--- src/rtl/playback_scheduler_pkg.sv ---
// rtl/playback_scheduler_pkg.sv - shared memory word layout, FSM encoding and tempo codes
package playback_scheduler_pkg;

  // Default memory word geometry; word = {note, length}
  localparam int DEF_DATA_WIDTH    = 16;
  localparam int DEF_MAX_DEPTH_BIT = 8;

  // Field positions inside a memory word
  localparam int NOTE_MSB = 15;
  localparam int NOTE_LSB = 8;
  localparam int LEN_MSB  = 7;
  localparam int LEN_LSB  = 0;

  // Tempo select codes; 11 behaves like 1x
  localparam logic [1:0] TEMPO_1X     = 2'b00;
  localparam logic [1:0] TEMPO_2X     = 2'b01;
  localparam logic [1:0] TEMPO_HALF   = 2'b10;
  localparam logic [1:0] TEMPO_1X_ALT = 2'b11;

  // Scheduler states; pause is a hold qualifier, not a state
  typedef enum logic [2:0] {
    ST_IDLE   = 3'd0,
    ST_REWIND = 3'd1,
    ST_FETCH  = 3'd2,
    ST_WAIT   = 3'd3,
    ST_PLAY   = 3'd4,
    ST_GAP    = 3'd5,
    ST_DONE   = 3'd6
  } state_t;

  // Counter width able to hold the longest possible load: 255 units at half tempo,
  // the note gap, or the read timeout, whichever is largest
  function automatic int cnt_width(input longint unit_ticks, input longint gap_ticks,
                                   input longint read_timeout);
    longint max_v;
    max_v = longint'(510) * unit_ticks;
    if (gap_ticks > max_v) max_v = gap_ticks;
    if (read_timeout > max_v) max_v = read_timeout;
    return $clog2(max_v + 1);
  endfunction

endpackage

--- src/rtl/playback_scheduler_if.sv ---
// rtl/playback_scheduler_if.sv - song memory fetch bus between scheduler and memory unit
interface playback_scheduler_if #(
  parameter int DATA_WIDTH    = 16,
  parameter int MAX_DEPTH_BIT = 8
);
  logic [DATA_WIDTH-1:0]    mem_data;
  logic                     mem_ready;
  logic [MAX_DEPTH_BIT-1:0] mem_duration;
  logic                     mem_read_en;
  logic                     mem_read_rst;

  // Scheduler side: issues fetches and rewinds, consumes words
  modport master (
    output mem_read_en,
    output mem_read_rst,
    input  mem_data,
    input  mem_ready,
    input  mem_duration
  );

  // Memory side: serves words and reports song length
  modport slave (
    input  mem_read_en,
    input  mem_read_rst,
    output mem_data,
    output mem_ready,
    output mem_duration
  );
endinterface

--- src/rtl/tick_divider.sv ---
// rtl/tick_divider.sv - loadable, pausable down-counter shared by PLAY, GAP and read timeout
module tick_divider #(
  parameter int WIDTH = 32
) (
  input  logic             clk,
  input  logic             rst,
  input  logic             load_i,
  input  logic [WIDTH-1:0] load_val_i,
  input  logic             en_i,
  output logic             zero_o
);

  logic [WIDTH-1:0] count_q;
  logic [WIDTH-1:0] count_d;

  // Load wins over counting; counting stops at zero and while disabled
  always_comb begin
    count_d = count_q;
    if (load_i) begin
      count_d = load_val_i;
    end else if (en_i && (count_q != '0)) begin
      count_d = count_q - WIDTH'(1);
    end
  end

  // Count register
  always_ff @(posedge clk) begin
    if (rst) begin
      count_q <= '0;
    end else begin
      count_q <= count_d;
    end
  end

  assign zero_o = (count_q == '0);

endmodule

--- src/rtl/playback_scheduler.sv ---
// rtl/playback_scheduler.sv - song playback FSM: fetch note words, time notes and gaps, report done/fault
module playback_scheduler
  import playback_scheduler_pkg::*;
#(
  parameter int DATA_WIDTH    = DEF_DATA_WIDTH,
  parameter int MAX_DEPTH_BIT = DEF_MAX_DEPTH_BIT,
  parameter int UNIT_TICKS    = 6_250_000,
  parameter int GAP_TICKS     = 500_000,
  parameter int READ_TIMEOUT  = 16
) (
  input  logic                     clk,
  input  logic                     rst,
  input  logic                     start,
  input  logic                     pause,
  input  logic                     stop,
  input  logic [1:0]               tempo_sel,
  playback_scheduler_if.master     mem,
  output logic [7:0]               note_out,
  output logic                     note_valid,
  output logic [MAX_DEPTH_BIT-1:0] index,
  output logic                     busy,
  output logic                     done,
  output logic                     fault
);

  localparam int CW = cnt_width(longint'(UNIT_TICKS), longint'(GAP_TICKS),
                                longint'(READ_TIMEOUT));

  localparam logic [CW-1:0] UNIT_1X   = CW'(UNIT_TICKS);
  localparam logic [CW-1:0] UNIT_2X   = CW'(UNIT_TICKS >> 1);
  localparam logic [CW-1:0] UNIT_HALF = CW'(longint'(UNIT_TICKS) * 2);
  localparam logic [CW-1:0] GAP_LOAD  = CW'(GAP_TICKS - 1);
  // The fetch cycle counts toward the read budget, so WAIT itself lasts READ_TIMEOUT-1 cycles
  localparam logic [CW-1:0] WAIT_LOAD = (READ_TIMEOUT >= 2) ? CW'(READ_TIMEOUT - 2) : '0;

  state_t                   state_q, state_d;
  logic [MAX_DEPTH_BIT-1:0] index_q, index_d;
  logic [7:0]               note_q, note_d;
  logic                     fault_q, fault_d;

  logic                     cnt_load;
  logic [CW-1:0]            cnt_load_val;
  logic                     cnt_en;
  logic                     cnt_zero;

  logic [DATA_WIDTH-1:0]    word;
  logic [7:0]               word_len;
  logic [CW-1:0]            unit_sel;
  logic [CW-1:0]            play_len;
  logic [MAX_DEPTH_BIT:0]   idx_inc;

  assign word     = mem.mem_data;
  assign word_len = word[LEN_MSB:LEN_LSB];
  assign idx_inc  = {1'b0, index_q} + (MAX_DEPTH_BIT + 1)'(1);

  // Note duration in clocks, using the tempo present at the moment the word is accepted
  always_comb begin
    unit_sel = UNIT_1X;
    case (tempo_sel)
      TEMPO_2X:   unit_sel = UNIT_2X;
      TEMPO_HALF: unit_sel = UNIT_HALF;
      default:    unit_sel = UNIT_1X;
    endcase
    play_len = CW'(word_len) * unit_sel;
  end

  // Timers only run in the timed states and freeze while paused
  assign cnt_en = !pause && ((state_q == ST_PLAY) || (state_q == ST_GAP) || (state_q == ST_WAIT));

  tick_divider #(
    .WIDTH (CW)
  ) u_tick (
    .clk        (clk),
    .rst        (rst),
    .load_i     (cnt_load),
    .load_val_i (cnt_load_val),
    .en_i       (cnt_en),
    .zero_o     (cnt_zero)
  );

  // Next-state and timer-load decisions; stop overrides every transition
  always_comb begin
    state_d      = state_q;
    index_d      = index_q;
    note_d       = note_q;
    fault_d      = fault_q;
    cnt_load     = 1'b0;
    cnt_load_val = '0;
    if (stop) begin
      state_d = ST_IDLE;
    end else begin
      case (state_q)
        ST_IDLE: begin
          if (start) begin
            state_d = (mem.mem_duration == '0) ? ST_DONE : ST_REWIND;
          end
        end
        ST_REWIND: begin
          index_d = '0;
          fault_d = 1'b0;
          state_d = ST_FETCH;
        end
        ST_FETCH: begin
          if (!pause) begin
            state_d      = ST_WAIT;
            cnt_load     = 1'b1;
            cnt_load_val = WAIT_LOAD;
          end
        end
        ST_WAIT: begin
          if (mem.mem_ready) begin
            note_d   = word[NOTE_MSB:NOTE_LSB];
            cnt_load = 1'b1;
            if (play_len == '0) begin
              state_d      = ST_GAP;
              cnt_load_val = GAP_LOAD;
            end else begin
              state_d      = ST_PLAY;
              cnt_load_val = play_len - CW'(1);
            end
          end else if (!pause && cnt_zero) begin
            fault_d = 1'b1;
            state_d = ST_DONE;
          end
        end
        ST_PLAY: begin
          if (!pause && cnt_zero) begin
            state_d      = ST_GAP;
            cnt_load     = 1'b1;
            cnt_load_val = GAP_LOAD;
          end
        end
        ST_GAP: begin
          if (!pause && cnt_zero) begin
            if (idx_inc == {1'b0, mem.mem_duration}) begin
              state_d = ST_DONE;
            end else begin
              index_d = idx_inc[MAX_DEPTH_BIT-1:0];
              state_d = ST_FETCH;
            end
          end
        end
        ST_DONE: begin
          state_d = ST_IDLE;
        end
        default: begin
          state_d = ST_IDLE;
        end
      endcase
    end
  end

  // State, index, latched note and sticky fault registers
  always_ff @(posedge clk) begin
    if (rst) begin
      state_q <= ST_IDLE;
      index_q <= '0;
      note_q  <= '0;
      fault_q <= 1'b0;
    end else begin
      state_q <= state_d;
      index_q <= index_d;
      note_q  <= note_d;
      fault_q <= fault_d;
    end
  end

  assign mem.mem_read_en  = (state_q == ST_FETCH) && !pause && !stop;
  assign mem.mem_read_rst = (state_q == ST_REWIND) && !stop;

  assign note_out   = (state_q == ST_PLAY) ? note_q : 8'h00;
  assign note_valid = (state_q == ST_PLAY) && !pause;
  assign index      = index_q;
  assign busy       = (state_q != ST_IDLE) && (state_q != ST_DONE);
  assign done       = (state_q == ST_DONE);
  assign fault      = fault_q;

endmodule
--- src/flat_wrapper.sv ---
// flat-port wrapper written by rule: the top's interface ports become plain ports
module playback_scheduler_flat import playback_scheduler_pkg::*;
#(
  parameter int DATA_WIDTH    = DEF_DATA_WIDTH,
  parameter int MAX_DEPTH_BIT = DEF_MAX_DEPTH_BIT,
  parameter int UNIT_TICKS    = 6_250_000,
  parameter int GAP_TICKS     = 500_000,
  parameter int READ_TIMEOUT  = 16
)
  (clk, rst, start, pause, stop, tempo_sel, note_out, note_valid, index, busy, done, fault, mem_mem_read_en, mem_mem_read_rst, mem_mem_data, mem_mem_ready, mem_mem_duration);
  playback_scheduler_if #(.DATA_WIDTH(DATA_WIDTH), .MAX_DEPTH_BIT(MAX_DEPTH_BIT)) mem_i ();
  input  logic clk;
  input  logic rst;
  input  logic start;
  input  logic pause;
  input  logic stop;
  input  logic [1:0] tempo_sel;
  output logic [7:0] note_out;
  output logic note_valid;
  output logic [MAX_DEPTH_BIT-1:0] index;
  output logic busy;
  output logic done;
  output logic fault;
  output wire logic [$bits(mem_i.mem_read_en)-1:0] mem_mem_read_en;
  output wire logic [$bits(mem_i.mem_read_rst)-1:0] mem_mem_read_rst;
  input wire logic [$bits(mem_i.mem_data)-1:0] mem_mem_data;
  input wire logic [$bits(mem_i.mem_ready)-1:0] mem_mem_ready;
  input wire logic [$bits(mem_i.mem_duration)-1:0] mem_mem_duration;
  assign mem_mem_read_en = mem_i.mem_read_en;
  assign mem_mem_read_rst = mem_i.mem_read_rst;
  assign mem_i.mem_data = mem_mem_data;
  assign mem_i.mem_ready = mem_mem_ready;
  assign mem_i.mem_duration = mem_mem_duration;
  playback_scheduler #(.DATA_WIDTH(DATA_WIDTH), .MAX_DEPTH_BIT(MAX_DEPTH_BIT), .UNIT_TICKS(UNIT_TICKS), .GAP_TICKS(GAP_TICKS), .READ_TIMEOUT(READ_TIMEOUT)) u_core (.clk(clk), .rst(rst), .start(start), .pause(pause), .stop(stop), .tempo_sel(tempo_sel), .mem(mem_i), .note_out(note_out), .note_valid(note_valid), .index(index), .busy(busy), .done(done), .fault(fault));
endmodule
--- config.mk ---
export PLATFORM = sky130hd
export DESIGN_NAME = playback_scheduler_flat
export DESIGN_NICKNAME = d
export VERILOG_FILES = /design/src/rtl/playback_scheduler_pkg.sv /design/src/rtl/playback_scheduler_if.sv /design/src/rtl/tick_divider.sv /design/src/rtl/playback_scheduler.sv /design/src/flat_wrapper.sv
export SDC_FILE = /design/constraint.sdc
export NUM_CORES = 1
export LEC_CHECK = 0
export CELL_PAD_IN_SITES_DETAIL_PLACEMENT = 0
export CELL_PAD_IN_SITES_GLOBAL_PLACEMENT = 1
export CORE_MARGIN = 2
export CORE_UTILIZATION = 45
export CTS_BUF_LIST = sky130_fd_sc_hd__clkbuf_8 sky130_fd_sc_hd__clkbuf_16
export DETAILED_ROUTE_END_ITERATION = 16
export MAX_ROUTING_LAYER = met4
export PLACE_DENSITY_LB_ADDON = 0.1
export SLEW_MARGIN = 20
export SYNTH_ARGS = -nofsm -noshare
export SYNTH_HDL_FRONTEND = slang
export SYNTH_SLANG_ARGS = --single-unit
--- constraint.sdc ---
create_clock -name clk -period 7.3 [get_ports clk]
set_input_delay 0.73 -clock clk [delete_from_list [all_inputs] [get_ports clk]]
set_output_delay 0.73 -clock clk [all_outputs]
set_load 0.02 [all_outputs]
# [Yosys cells after proc, flatten, opt, wreduce, memory -nomap -nowiden]
# Index checks and enable logic that the tools add are counted.
[word_totals] reg_bits=52 word_cells=85
[classes] add_sub_neg=3 mul=1 n_eq_ne=18 muxes=31 bitwise=1 n_reduce_logical=26
[op_table] op="$mux W32" count=5
[op_table] op="$pmux W32 S3" count=1
[op_table] op="$logic_not A32 Y1" count=2
[op_table] op="$sub A32 B1 Y32 const B" count=2
[op_table] op="$pmux W24 S2" count=1
[op_table] op="$mul A8 B24 Y32" count=1
[op_table] op="$reduce_bool A32 Y1" count=1
[op_table] op="$mux W3" count=8
[op_table] op="$mux W8" count=3
[op_table] op="$mux W19" count=1
[op_table] op="$pmux W3 S6" count=1
[op_table] op="$pmux W8 S2" count=1
[op_table] op="$ne A2 B2 Y1 const B" count=7
[op_table] op="$add A8 B1 Y9 const B" count=1
[op_table] op="$eq A3 B3 Y1 const B" count=3
[op_table] op="$eq A9 B8 Y1" count=1
[op_table] op="$logic_and A1 B1 Y1" count=8
[op_table] op="$logic_not A8 Y1" count=1
[op_table] op="$reduce_and A4 Y1" count=2
[op_table] op="$mux W1" count=7
[op_table] op="$eq A3 B2 Y1 const B" count=2
[op_table] op="$ne A3 B3 Y1 const B" count=2
[op_table] op="$reduce_bool A2 Y1" count=3
[op_table] op="$reduce_and A5 Y1" count=1
[op_table] op="other kinds (13)" count=15

# [Logic depth before layout (Yosys ltp)]
# Gate-level depths: netlist of run 1.
[logic_depth] ltp_word=9 depth_mapped=25

# [Hierarchy]
# From an unflattened synthesis of run 1, not the netlist that was laid out.
[hier_totals] hier_cells=1068 hier_area_um2=8578.2
[by_module_without_submodules] module="playback_scheduler" instances=1 cells_each=822 area_per_inst_um2=6513.7 seq_area_each_um2=400.4
[by_module_without_submodules] module="tick_divider" instances=1 cells_each=246 area_per_inst_um2=2064.5 seq_area_each_um2=640.6

# [Worst setup path before layout of run 1]
# No wires, ideal clock.
[synth_path] path_type="input to register" from="input port tempo_sel[0]" to="register u_core.u_tick.count_q[15]" setup_ns=0.083 arrival_ns=6.696 t_required_ns=7.217 slack_ns=0.522 stages=24 n_path_buf=3 path_cell_list="inv_1 > ha_1 > clkbuf_1 > clkbuf_1 > nand2_1 > fa_1 > inv_1 > fa_1 > fa_1 > inv_1 > fa_1 > inv_1 > ha_1 > buf_2 > nand2_1 > nor4_1 > nor2_1 > xnor2_1 > nor4_1 > o2111a_1 > nand2_1 > or3_4 > o32a_1 > o221ai_1"
[synth_between] elab_chain_cells=9
[synth_lines] element="start: declaration" line_no="flat_wrapper.sv:17" rtl="input logic [1:0] tempo_sel;"
[synth_lines] element="$eq A2 B2 Y1 / $eq A2 B1 Y1 (equally long branches)" line_no="playback_scheduler.sv:59" rtl="case (tempo_sel)"
[synth_lines] element="$pmux W24 S2 (*)" line_no="playback_scheduler.sv:59"
[synth_lines] element="$mul A8 B24 Y32 (*)" line_no="playback_scheduler.sv:64" rtl="play_len = CW'(word_len) * unit_sel;"
[synth_lines] element="$sub A32 B1 Y32 / $logic_not A32 Y1 (equally long branches)" line_no="playback_scheduler.sv:119, playback_scheduler.sv:114"
[synth_lines] element="$mux W32 (*)" line_no="playback_scheduler.sv:114" rtl="if (play_len == '0) begin"
[synth_lines] element="$mux W32 (*)" line_no="playback_scheduler.sv:111" rtl="if (mem.mem_ready) begin"
[synth_lines] element="$pmux W32 S3 (*)" line_no="playback_scheduler.sv:92" rtl="case (state_q)"
[synth_lines] element="$mux W32 (*)" line_no="playback_scheduler.sv:89" rtl="if (stop) begin"
[synth_lines] element="$mux W32 (*)" line_no="tick_divider.sv:19" rtl="if (load_i) begin"
[synth_lines] element="end signal: assignment" line_no="tick_divider.sv:31" rtl="count_q <= count_d;"
[synth_lines] element="end: declaration" line_no="tick_divider.sv:13" rtl="logic [WIDTH-1:0] count_q;"
# Mark *: on every way between the ends. The rest lies on a longest branch, timed or not.
# A chain may end at the register's enable or synchronous reset.

# [Worst setup path in the final report of run 1]
# Same ends and word-level chain as after synthesis.

==> impl_metrics.tcl, run 1 <==
set metrics [dict create \
    grt_pass1_wl_um 38300 \
    synthToLayoutAreaGrowth_pct 17.6 \
    cpPeakStageDelay_ns 0.61 \
    ys.flop_type "dfxtp_1" \
    p_leak_nw 4.56 \
    nets 1365 \
    synth_commonest_cells "145 x inv_1, 102 x nor2_1, 84 x fa_1" \
    startpoint_type "primary input" \
    dp_slack_ns -0.165 \
    routabilityCongestion 0.990 \
    min_period_ns 7.05 \
    post_cts_buffers 0 \
    peakVddDrop_uv 453 \
    grt-ovfl-total 0 \
    status "finished, final reports clean" \
    port_buffers 53 \
    cts_root_buf "clkbuf_16" \
    layout-drive-gt1-share_pct 10.8 \
    fin_crit_sh_pct 96.5 \
    dieArea_um2 19900 \
    post_drt_wl_per_cell_um 16.8 \
    start_util_pct 45.5 \
    antenna_found_initial 0 \
    worstPathRequired_ns 7.53 \
    drt_pass1_iterations 5 \
    async_flop_share_pct 0 \
    rows 50 \
    grtUsageTotal_pct 24.8 \
    h-tree-depth 2 \
    die_w_um 141 \
    worstMarginPinSlew_ns 0.894 \
    cts_max_path_buffers 2 \
    dieHeight_um 141 \
    max-cap-violations 0 \
    path_cells "clkdlybuf4s50_1 > inv_1 > ha_4 > buf_4 > nor2_1 > fa_1 > fa_1 > inv_1 > fa_1 > fa_1 > inv_1 > ha_1 > a21oi_1 > o21ai_0 > a31oi_1 > a31oi_1 > or3_1 > a2111oi_4 > nand4b_1 > or3_4 > o32a_1 > o221ai_1" \
    cp_max_fo 11 \
    ys_ff_latch 52 \
    remaining_drc_errors 0 \
    cts_hold_buf 0 \
    grt_max_degree 49 \
    synth_top_area_share_pct 19.9 \
    crit_top_cell "fa_1" \
    routed_wl_um 23700 \
    synth-edff-count 0 \
    antenna-diode-count 0 \
    slew_headroom_pct 40.4 \
    cts_tree "built" \
    power.density_nw_per_um2 465 \
    fillers 1846 \
    finalHoldViolCount 0 \
    grt_pass1_vias 7451 \
    cp-end-kind "flip-flop" \
    max_freq_mhz 142 \
    cp_slowest_cell "fa_1" \
    yosysSeqAreaShare_pct 12.3 \
    regArea_um2 1040 \
    syn_inst 1078 \
    drv_slew 0 \
    arrival_ns 7.28 \
    cts_buffers 5 \
    ios 54 \
    syn_area_um2 8460 \
    worst_hold_slack_ns 0.449 \
    core-area_um2 18600 \
    vias 7693 \
    dp_hpwl_um 19900 \
    setup_viol_count_final 0 \
    path_clk_slew_ns 0.08 \
    yosysTopAreaCell "fa_1" \
    insertion_delay_ns 0.31 \
    clock_skew_ns 0.0113 \
    crit_type "primary input to flip-flop" \
    clock-sinks 52 \
    synth_area_leaders "fa_1 20%, dfxtp_1 12%, ha_1 10%, inv_1 6.4%, xnor2_1 5.0%" \
    drtAntennaViolNets 0 \
    synth_warnings 0 \
    synth_nets 1264 \
    hp-class "flip-flop to flip-flop" \
    vias_per_cell 5.44 \
    synth_most_common_cell "inv_1" \
    synth_area_per_cell_um2 7.85 \
    synth.distinct_cells 70 \
    finalWorstSetupSlack_ns 0.252 \
    drt-initial-drc-count 420 \
    multi_input_area_um2 6720 \
]
==> power by group <==
group          internal (mW)  total (mW)  switching [mW]
Clock                  0.163       0.277           0.114
Combinational           1.81        4.05            2.24
Sequential             0.289       0.297         0.00801
==> per-layer routing <==
metal	part of all wire (%)	track usage, %
met1	44	30.6
met2	48	42.4
met3	3.8	2.14
met4	3.6	9.37
met5	0	-
==> state kept, by name (all words and copies together), names as in the netlist <==
signal and flops:
u_core.u_tick.count_q 32, u_core.fault 1, u_core.state_q 3, u_core.note_q 8, u_core.index 8
==> timing repair <==
item                                    CTS  global route
resized for setup                         0             3
endpoints found under the setup margin    0            16
hold endpoints to repair                  0             0
==> cell families (layout without fill, tap and decap cells) <==
logic type	Yosys count	after routing	share of synthesized area, %
mux	3	3	0.385
simple gates	390	390	23.8
flops	52	52	12.3
buf+inv	189	291	8.58
fa+ha+maj	154	154	30.2
xor+xnor	80	80	8.28
compound gates	210	210	16.4
==> cells in the final DEF, fill, tap and decap left out, types with 7 or more instances in the layout <==
cell,n
dfxtp_1,52
nor4_1,17
or2_2,11
and2_1,28
xor2_1,32
buf_4,83
fa_1,84
or3b_1,7
nand4_1,12
xnor2_1,48
a21oi_1,66
o21a_1,11
and3_1,11
o21ai_0,44
or3_1,10
a31oi_1,8
nand3_1,25
nand2_1,82
ha_1,69
clkdlybuf4s50_1,52
nor3_1,37
nor2_1,102
a211oi_1,9
inv_1,145
nand2b_1,16
==> critical path, delay by kind of cell <==
| kind | cells | cell delay (ns) |
|---|---|---|
| buf+inv | 5 | 0.85 |
| compound gates | 7 | 1.65 |
| fa+ha+maj | 6 | 2.73 |
| simple gates | 4 | 1.29 |
==> through the flow <==
| stage | power, mW | setup TNS (ns) | instances | util (%) | area, µm² |
|---|---|---|---|---|---|
| global route | 5.08 | -0.00616 | 1414 | 53.5 | 9940 |
| CTS | 4.57 | 0 | 1414 | 53.4 | 9920 |
| floorplan | 2.86 | 0 | 1078 | - | 8460 |
| finish | 4.63 | 0 | 1414 | 53.5 | 9940 |
| global placement | 4.26 | -0.0347 | 1406 | 52.5 | 9750 |
| detailed placement | 4.28 | -1.04 | 1406 | 52.5 | 9750 |
==> path summary, 6_finish.rpt <==
check,slack [ns],endpoint,cells past startpoint,start
max reg2reg,3.84,u_core.index[4]$_SDFFE_PP0P_,9,u_core.u_tick.count_q[17]$_SDFFE_PP0P_
max,0.25,u_core.u_tick.count_q[15]$_SDFFE_PP0P_,22,tempo_sel[0]
min,0.45,u_core.note_q[2]$_SDFFE_PP0P_,2,u_core.note_q[2]$_SDFFE_PP0P_
min reg2reg,0.45,u_core.note_q[2]$_SDFFE_PP0P_,2,u_core.note_q[2]$_SDFFE_PP0P_
==> final cells by class <==
type / instances / share of cell area, %
clock buffers: 5 / 1.26
clock inverters: 3 / 0.466
flip-flops and latches: 52 / 10.5
repair buffers: 137 / 11.8
well taps: 234 / 2.94
inverters: 146 / 5.51
multi-input cells: 837 / 67.6
Power figures use the tool's default switching activity.
==> inputs of run 2 (changes only) <==
Settings changed: CORE_UTILIZATION 45 to 42.
Clock period 7.3 ns to 5.85 ns, I/O delays scaled along.
==> run 2 against run 1 <==
Compared with the run above:
- global-route usage rose by 0.51 points
- the run now ends with negative setup slack left
- register-to-register slack got worse by 1.4 ns
- clock power grew 8.3%
- critical path depth increased by 2
- cell count grew 13%
- highest routed layer unchanged
==> impl_metrics.tcl, run 2 (synthesized netlist as in run 1, its figures left out) <==
set metrics [dict create \
    status "complete, but fails checks" \
    failed_checks "negative setup slack" \
    max_freq_mhz 163 \
    largest_reg_flops 32 \
    h-tree-depth 2 \
    rsz0062_at_grt "true" \
    grt_pass1_wl_um 42800 \
    multi_input_area_um2 7500 \
    antenna-diode-count 0 \
    worstMarginPinSlew_ns 0.756 \
    power_mw 7.94 \
    path_cells "buf_6 > ha_4 > buf_6 > buf_6 > nand2b_4 > fa_2 > fa_1 > fa_1 > fa_1 > inv_2 > ha_4 > nand4_4 > or3_4 > a211oi_4 > nor3_4 > xnor2_2 > a2111oi_4 > nand4b_1 > buf_4 > o31ai_4 > buf_4 > buf_6 > o32a_1 > nor3_1" \
    routabilityCongestion 0.917 \
    grt_pass1_vias 8574 \
    dp_cells 1566 \
    p_int_mw 4.22 \
    clock_skew_ns 0.00743 \
    cts_hold_buf 0 \
    seqPwrFrac_pct 4.7 \
    finalWorstSetupSlack_ns -0.275 \
    vias_per_cell 5.24 \
    peakVddDrop_uv 428 \
    min_period_ns 6.12 \
    cts_buffers 5 \
    arrival_ns 6.29 \
    worst_hold_slack_ns 0.447 \
    clock-sinks 52 \
    drtAntennaViolNets 0 \
    p_leak_nw 5.39 \
    critPathBufInv 7 \
    port_buffers 53 \
    dieHeight_um 146 \
    crit_family "adder cells" \
    fin_crit_sh_pct 105 \
    regMostFlops "u_core.u_tick.count_q" \
    wl_met2_um 13200 \
    cp_max_fo 6 \
    setup_viol_count_final 26 \
    dp_hpwl_um 21300 \
    post_drt_wl_per_cell_um 16.4 \
    antenna_found_initial 0 \
    cp-end-kind "flip-flop" \
    crit_type "primary input to flip-flop" \
    cp_slowest_cell "fa_1" \
    power.density_nw_per_um2 665 \
    mostFrequentLayoutCell "buf_4" \
    drt-initial-drc-count 370 \
    m1WireLength_um 11100 \
    synthToLayoutAreaGrowth_pct 41.3 \
    routed_wl_um 26200 \
    regArea_um2 1040 \
    worstPathRequired_ns 6.01 \
    rows 51 \
    slew_headroom_pct 49.6 \
    dieArea_um2 21300 \
    grt-ovfl-total 0 \
    p_comb_share_pct 91.6 \
    max-cap-violations 0 \
    drt_pass1_iterations 5 \
    hp-class "flip-flop to flip-flop" \
    instances_no_fill 1599 \
    switching_power_mw 3.72 \
    start_util_pct 43.2 \
    core-area_um2 19600 \
    vias 8374 \
    insertion_delay_ns 0.30 \
    path_clk_slew_ns 0.07 \
    top_layer "met4" \
    remaining_drc_errors 0 \
    swShare_pct 46.8 \
    cts_tree "built" \
    grtUsageTotal_pct 25.3 \
    cts_root_buf "clkbuf_16" \
    drv_slew 0 \
    crit_top_cell "buf_6" \
    fillers 1833 \
    cpPeakStageDelay_ns 0.59 \
    nets 1519 \
    cts_max_path_buffers 2 \
    final_cell_mix "220 x buf_4, 134 x inv_1, 92 x nor2_1" \
    die_w_um 146 \
    final_core_util_pct 61.0 \
    startpoint_type "primary input" \
    grt_max_degree 49 \
    dr_wl_met3_um 653 \
    ios 54 \
    clkPwrFrac_pct 3.8 \
    finalHoldViolCount 0 \
    layout-drive-gt1-share_pct 30.7 \
]
run 2: cell count changes in the layout (fill, tap and decap cells not counted), sizes merged:
cell,change
buf,+156
bufinv,-1
dlygate4sd2,+4
clkdlybuf4s50,-8
clkbuf,+3
run 2: power groups by stage:
stage	Combinational, mW	Sequential, mW	Clock [mW]
5_1_grt	7.90	0.371	0.321
6_report	7.27	0.370	0.300
2_1_floorplan	3.40	0.374	0
3_5_place_dp	5.92	0.378	0
3_3_place_gp	5.91	0.378	0
4_1_cts	6.73	0.370	0.309
run 2: final cells by class:
type	instances	area share, %
clock inverters	2	0.0942
flip-flops and latches	52	8.71
repair buffers	291	19.9
well taps	265	2.77
clock buffers	6	1.16
inverters	146	4.65
multi-input cells	837	62.7
run 2: worst paths after layout:
check | to | from | cells after the start | slack (ns)
worst max-delay path | u_core.u_tick.count_q[20]$_SDFFE_PP0P_ | tempo_sel[1] | 24 | -0.27
worst min-delay path | u_core.note_q[6]$_SDFFE_PP0P_ | u_core.note_q[6]$_SDFFE_PP0P_ | 2 | 0.45
worst min register to register | u_core.note_q[6]$_SDFFE_PP0P_ | u_core.note_q[6]$_SDFFE_PP0P_ | 2 | 0.45
worst max register to register | u_core.index[5]$_SDFFE_PP0P_ | u_core.u_tick.count_q[17]$_SDFFE_PP0P_ | 9 | 2.44
run 2: metrics by stage:
| step | setup slack, ns | instance area, µm² | setup TNS (ns) |
|---|---|---|---|
| after floorplan | -0.281 | 8610 | -4.71 |
| after global placement | -1.08 | 10900 | -26.56 |
| after detailed placement | -1.18 | 10900 | -28.43 |
| after CTS | -0.247 | 11600 | -3.77 |
| after global routing | -0.447 | 12000 | -9.01 |
| final | -0.275 | 12000 | -4.60 |
run 2: metal layers:
| metal | track usage, % | vias up |
|---|---|---|
| met1 | 29.8 | 3991 |
| li1 | - | 4157 |
| met3 | 1.25 | 59 |
| met4 | 10.2 | 0 |
| met5 | - | - |
| met2 | 45.3 | 167 |
run 2: tightest hold or removal path, cell delays in order (launching register included):
cell     delay [ns]
dfxtp_1        0.30
nand2_1        0.05
a21oi_1        0.05
run 2: repair_timing:
item | CTS | global route
setup endpoints to repair | 28 | 27
pin swaps | 42 | 31
cloned | 0 | 1
setup buffers | 16 | 8
gates resized for setup | 116 | 86
